--- config.mk ---
export PLATFORM = sky130hd
export DESIGN_NAME = mips_wb_trace
export DESIGN_NICKNAME = d
export VERILOG_FILES = /design/src/rtl/mips_trace_pkg.sv /design/src/rtl/trace_fifo.sv /design/src/rtl/mips_wb_trace.sv
export SDC_FILE = /design/constraint.sdc
export NUM_CORES = 2
export LEC_CHECK = 0
export CAP_MARGIN = 10
export CORE_UTILIZATION = 30
export DETAILED_ROUTE_END_ITERATION = 12
export PLACE_DENSITY = 0.42
export SLEW_MARGIN = 40
export SYNTH_ARGS = -nofsm -noshare
export SYNTH_HDL_FRONTEND = slang
export SYNTH_SLANG_ARGS = --single-unit
--- constraint.sdc ---
create_clock -name clk -period 12.5 [get_ports clk]
set_input_delay 1.25 -clock clk [delete_from_list [all_inputs] [get_ports clk]]
set_output_delay 1.25 -clock clk [all_outputs]
set_load 0.03 [all_outputs]
--- src/rtl/mips_trace_pkg.sv ---
// Shared types and constants for the write-back trace capture block.
// Latency: n/a (declarations only).
// Backpressure: n/a (declarations only).
package mips_trace_pkg;

    // Record layout: kind is the MSB, then pc, addr and data.
    localparam int REC_W    = 97;
    localparam int KIND_BIT = 96;
    localparam int PC_MSB   = 95;
    localparam int PC_LSB   = 64;
    localparam int ADDR_MSB = 63;
    localparam int ADDR_LSB = 32;
    localparam int DATA_MSB = 31;
    localparam int DATA_LSB = 0;

    localparam logic TRACE_GRF = 1'b0;
    localparam logic TRACE_DM  = 1'b1;

    typedef struct packed {
        logic        kind;
        logic [31:0] pc;
        logic [31:0] addr;
        logic [31:0] data;
    } rec_t;

    // Builds one record; field placement matches the offsets above.
    function automatic rec_t make_rec(input logic kind, input logic [31:0] pc,
                                      input logic [31:0] addr, input logic [31:0] data);
        rec_t r;
        r.kind = kind;
        r.pc   = pc;
        r.addr = addr;
        r.data = data;
        return r;
    endfunction

endpackage

--- src/rtl/trace_fifo.sv ---
// Dual-write, single-read record FIFO; push0 lands before push1 in queue order.
// Latency: a record written at edge N is visible at head_o right after edge N.
// Backpressure: none internally; caller must only push when space exists and pop when vld_o.
module trace_fifo
    import mips_trace_pkg::*;
#(
    parameter int DEPTH = 16,
    localparam int PTR_W = $clog2(DEPTH),
    localparam int LVL_W = PTR_W + 1
) (
    input  logic             clk_i,
    input  logic             rst_n_i,
    input  logic             push0_i,
    input  rec_t             push0_dat_i,
    input  logic             push1_i,
    input  rec_t             push1_dat_i,
    input  logic             pop_i,
    output rec_t             head_o,
    output logic             vld_o,
    output logic [LVL_W-1:0] level_o
);

    logic [PTR_W-1:0] wr_q, wr_d, rd_q, rd_d, wr_nx;
    logic [LVL_W-1:0] lvl_q, lvl_d;
    rec_t             mem_q [DEPTH];

    // Pointer and occupancy next-state; pointers wrap naturally at DEPTH.
    always_comb begin
        wr_nx = wr_q + PTR_W'(1);
        wr_d  = wr_q + PTR_W'(push0_i) + PTR_W'(push1_i);
        rd_d  = rd_q + PTR_W'(pop_i);
        lvl_d = lvl_q + LVL_W'(push0_i) + LVL_W'(push1_i) - LVL_W'(pop_i);
    end

    // Pointer/occupancy registers; reset flushes everything buffered.
    always_ff @(posedge clk_i) begin
        if (!rst_n_i) begin
            wr_q  <= '0;
            rd_q  <= '0;
            lvl_q <= '0;
        end else begin
            wr_q  <= wr_d;
            rd_q  <= rd_d;
            lvl_q <= lvl_d;
        end
    end

    // Storage; contents need no reset because the head is masked when empty.
    always_ff @(posedge clk_i) begin
        if (rst_n_i && push0_i) mem_q[wr_q]  <= push0_dat_i;
        if (rst_n_i && push1_i) mem_q[wr_nx] <= push1_dat_i;
    end

    assign vld_o   = (lvl_q != '0);
    assign head_o  = vld_o ? mem_q[rd_q] : '0;
    assign level_o = lvl_q;

endmodule

--- src/rtl/mips_wb_trace.sv ---
// Formats GRF/DM write events into trace records, buffers them and streams them out.
// Latency: event sampled at edge N is valid right after edge N; 1 record/cycle out.
// Backpressure: rec_ready stalls the head; when space is short all of a cycle's events are dropped and counted.
// Optional: define MIPS_TRACE_R0_FILTER_EN to discard GRF writes to register 0.
module mips_wb_trace
    import mips_trace_pkg::*;
#(
    parameter int DEPTH = 16,
    parameter int CNT_W = 16,
    localparam int LVL_W = $clog2(DEPTH) + 1
) (
    input  logic             clk,
    input  logic             reset,
    input  logic [31:0]      pc,
    input  logic             grf_we,
    input  logic [4:0]       grf_addr,
    input  logic [31:0]      grf_wd,
    input  logic             dm_we,
    input  logic [31:0]      dm_addr,
    input  logic [31:0]      dm_wd,
    output logic             rec_valid,
    output logic [REC_W-1:0] rec_data,
    input  logic             rec_ready,
    output logic [LVL_W-1:0] level,
    output logic             overflow,
    output logic [CNT_W-1:0] drop_cnt
);

    logic             grf_ev;
    logic [1:0]       n_push;
    logic [LVL_W-1:0] free_slots;
    logic             fits;
    logic             drop;
    logic             push0, push1, pop;
    rec_t             grf_rec, dm_rec, push0_dat, head;
    logic [CNT_W:0]   drop_sum;
    logic             overflow_q, overflow_d;
    logic [CNT_W-1:0] drop_q, drop_d;

    // Event qualification, pre-pop space check and record steering.
    always_comb begin
        grf_ev = grf_we;
`ifdef MIPS_TRACE_R0_FILTER_EN
        grf_ev = grf_we && (grf_addr != 5'd0);
`endif
        n_push     = {1'b0, grf_ev} + {1'b0, dm_we};
        free_slots = LVL_W'(DEPTH) - level;
        fits       = (free_slots >= LVL_W'(n_push));
        drop       = !fits;
        grf_rec    = make_rec(TRACE_GRF, pc, {27'd0, grf_addr}, grf_wd);
        dm_rec     = make_rec(TRACE_DM, pc, dm_addr, dm_wd);
        // A lone DM event still goes through push0 so it takes the next slot.
        push0      = fits && (grf_ev || dm_we);
        push0_dat  = grf_ev ? grf_rec : dm_rec;
        push1      = fits && grf_ev && dm_we;
        pop        = rec_valid && rec_ready;
    end

    // Sticky overflow and saturating drop counter next-state.
    always_comb begin
        drop_sum   = {1'b0, drop_q} + (CNT_W+1)'(n_push);
        drop_d     = drop_q;
        overflow_d = overflow_q;
        if (drop) begin
            overflow_d = 1'b1;
            drop_d     = drop_sum[CNT_W] ? '1 : drop_sum[CNT_W-1:0];
        end
    end

    // Drop status registers; cleared only by reset.
    always_ff @(posedge clk) begin
        if (!reset) begin
            overflow_q <= 1'b0;
            drop_q     <= '0;
        end else begin
            overflow_q <= overflow_d;
            drop_q     <= drop_d;
        end
    end

    trace_fifo #(.DEPTH(DEPTH)) u_fifo (
        .clk_i       (clk),
        .rst_n_i     (reset),
        .push0_i     (push0),
        .push0_dat_i (push0_dat),
        .push1_i     (push1),
        .push1_dat_i (dm_rec),
        .pop_i       (pop),
        .head_o      (head),
        .vld_o       (rec_valid),
        .level_o     (level)
    );

    assign rec_data = head;
    assign overflow = overflow_q;
    assign drop_cnt = drop_q;

endmodule
==> impl_metrics.json <==
{
  "synth_area_leaders": "edfxtp_1 62%, mux4_2 12%, and2_1 6.3%",
  "ctsResizeCount": 0,
  "cpMostUsedCell": "ha_1",
  "p_total_w": 0.0159,
  "die_w_um": 500,
  "crit_type": "register to primary output",
  "drc": 0,
  "ys_types": 67,
  "io-pin-count": 258,
  "status": "finished, final reports clean",
  "post_cts.repair.setup_buffers": 0,
  "hp-start": "u_fifo.mem_q[14][96]$_SDFFE_PP1P_",
  "cts_tree": "built",
  "num_rows": 182,
  "dr.first_iter.drc_count": 4486,
  "hold-path-endpoint": "u_fifo.mem_q[14][96]$_SDFFE_PP1P_",
  "power_density_nw_per_um2": 184,
  "ir_drop_mv": 0.144,
  "grt_pass1_wl_um": 369000,
  "dp_slack_ns": 5.98,
  "overflow": 0,
  "synth_cells": 4901,
  "final_util": 0.351,
  "rsz0062_at_grt": "no",
  "tightest_slew_ns": 0.920,
  "synth-edff-count": 1536,
  "hold_path_depth": 1,
  "clk_latency_ns": 0.85,
  "reg2reg_slack_ns": 7.70,
  "antenna_found_initial": 23,
  "hpwl_um": 142000,
  "yosysTopAreaCellShare": 0.621,
  "syn_area_per_cell_um2": 15.2,
  "maxSlewViolCount": 0,
  "cp_data_arrival_time_ns": 4.65,
  "crit_start": "u_fifo.level_o[0]$_SDFF_PN0_",
  "grt_usage": 0.209,
  "synth_top_cell_by_area": "edfxtp_1",
  "cts_inserted_buffers": 182,
  "worst_setup_path_end_kind": "primary output",
  "fin_crit_sh": 0.472,
  "min_path_type": "register to register",
  "ys_seq_area_frac": 0.634,
  "period_needed_ns": 5.90,
  "grt_pass1_vias": 46000,
  "setup_viol": 0,
  "worstPathRequired_ns": 11.25,
  "root_buffer": "clkbuf_16",
  "r2r.worst_path.cells": 14,
  "cts-htree-levels": 4,
  "yosys_warnings": 0,
  "cts_hold_buf": 0,
  "cts_sinks": 1582,
  "p_leak_nw": 27.5,
  "drive_above_1_share": 0.172,
  "synthFlopType": "edfxtp_1",
  "worstReg2RegEnd": "u_fifo.mem_q[9][70]$_DFFE_PP_",
  "via_count": 45300,
  "path_max_fanout": 15,
  "drv_cap": 0,
  "r2r_start": "u_fifo.level_o[0]$_SDFF_PN0_",
  "synth_fp_nets": 5060,
  "tns_ns": 0,
  "clockBufferDepth": 3,
  "gp_congestion": 0.749,
  "start_kind": "register",
  "drtPass1Iterations": 5,
  "die_h_um": 500,
  "die-area_um2": 250000,
  "fin_hold_ws_ns": 0.461,
  "layout.nets": 5167,
  "grt_max_degree": 105,
  "relSlewSlack": 0.387,
  "cpPeakStageDelay_ns": 0.81,
  "report.final.hold_viol_count": 0,
  "port-buffer-count": 257,
  "via_per_inst": 5.41,
  "clk_pin_slew_ns": 0.06,
  "drt_wl_total_um": 264000,
  "synthArstFlopShare": 0,
  "layout_setup_ws_ns": 6.60,
  "crit_slowest_cell": "clkdlybuf4s50_1",
  "synth-seq-cells": 1582,
  "skew_ns": 0.0395,
  "start_util": 0.302,
  "avgRoutedWirePerCell_um": 31.5,
  "drtAntennaViolNets": 0,
  "path_cells": "inv_1 > ha_1 > and2_1 > ha_1 > or2_2 > buf_4 > o22ai_1 > clkdlybuf4s50_1",
  "netlist_area_um2": 74300,
  "fmax_ghz": 0.169,
  "core_um2": 246000,
  "area_growth_pct": 16.3
}
## synthesized netlist by cell type (21+ instances only)
cell / count
dfxtp_1: 46
and2_1: 743
nor2_1: 400
mux2_2: 37
nand2_1: 222
o32ai_1: 168
a32oi_1: 54
buf_4: 21
clkbuf_1: 289
mux4_2: 388
o22ai_1: 106
o2bb2ai_1: 261
edfxtp_1: 1536
buf_2: 122
buf_1: 40
mux2i_1: 235
## final cells by class
type                            count  area [µm²]
Sequential cell                  1582       47100
Timing Repair Buffer              396        4140
Inverter                           17        63.8
Fill cell                       23600      160000
Clock inverter                     77         618
Clock buffer                      252        4940
Multi-Input combinational cell   2829       25500
Tap cell                         3220        4030
Antenna cell                        6        15.0
## layer usage
layer	part of all wire	vias up	global-route usage	wire, µm
met3	0.062	352	0.0356	16400
li1	-	19400	-	-
met4	0.024	12	0.0521	6260
met2	0.47	1644	0.340	125000
met1	0.44	24000	0.289	116000
met5	0.00025	-	0	66
## state kept, by name (all words and copies together) (netlist names)
register / cells
u_fifo.level_o: 5
drop_cnt: 16
overflow: 1
u_fifo.mem_q: 1552
u_fifo.rd_q: 4
u_fifo.wr_q: 4
## power by group
| group | internal (W) | switching (W) | leakage [nW] | total [W] |
|---|---|---|---|---|
| sequential | 0.00616 | 0.000127 | 15.3 | 0.00629 |
| clock | 0.00287 | 0.00227 | 2.69 | 0.00514 |
| combinational | 0.00156 | 0.00293 | 9.52 | 0.00449 |
| total | 0.0106 | 0.00532 | 27.5 | 0.0159 |
## cell families after synthesis
| kind of cell | synth area share |
|---|---|
| simple gates | 0.105 |
| compound gates | 0.0724 |
| mux | 0.155 |
| fa+ha+maj | 0.00394 |
| xor+xnor | 0.00214 |
| buf+inv | 0.0280 |
| flops | 0.634 |
## placed cells by master (no fill, tap or decap), types with 15 or more instances in the layout
master | Yosys | routed
nor2_1 | 400 | 389
clkdlybuf4s50_1 | 0 | 255
clkinv_2 | 0 | 21
mux4_2 | 388 | 388
buf_6 | 1 | 29
inv_1 | 16 | 16
o22ai_1 | 106 | 106
ha_1 | 17 | 17
and3_1 | 15 | 15
dfxtp_1 | 46 | 42
edfxtp_1 | 1536 | 1536
clkbuf_16 | 0 | 187
o2bb2ai_1 | 261 | 261
mux2i_1 | 235 | 234
and2_1 | 743 | 740
buf_12 | 0 | 18
nand2_1 | 222 | 218
o32ai_1 | 168 | 168
buf_4 | 21 | 83
mux2_2 | 37 | 37
clkinv_1 | 0 | 38
clkbuf_1 | 289 | 63
a32oi_1 | 54 | 54
## stage by stage
stage / cell area, µm² / std cells
2_1_floorplan: 74300 / 4901
3_3_place_gp: 80200 / 8024
3_5_place_dp: 80700 / 8040
4_1_cts: 86200 / 8369
5_1_grt: 86300 / 8375
6_report: 86400 / 8379
## worst max path at each step
stage and end:
2_1_floorplan u_fifo.mem_q[0][0]$_DFFE_PP_, 3_3_place_gp u_fifo.level_o[4]$_SDFF_PN0_, 3_5_place_dp u_fifo.mem_q[9][68]$_DFFE_PP_, 4_1_cts rec_data[1], 5_1_grt rec_data[12], 6_report rec_data[7]
## worst max-delay path, delay by kind of cell (launching register included)
kind	cells	cell delay (ns)
compound gates	1	0.68
fa+ha+maj	2	0.54
buf+inv	3	1.34
flops	1	0.41
simple gates	2	0.83
(Power assumes the default switching activity.)
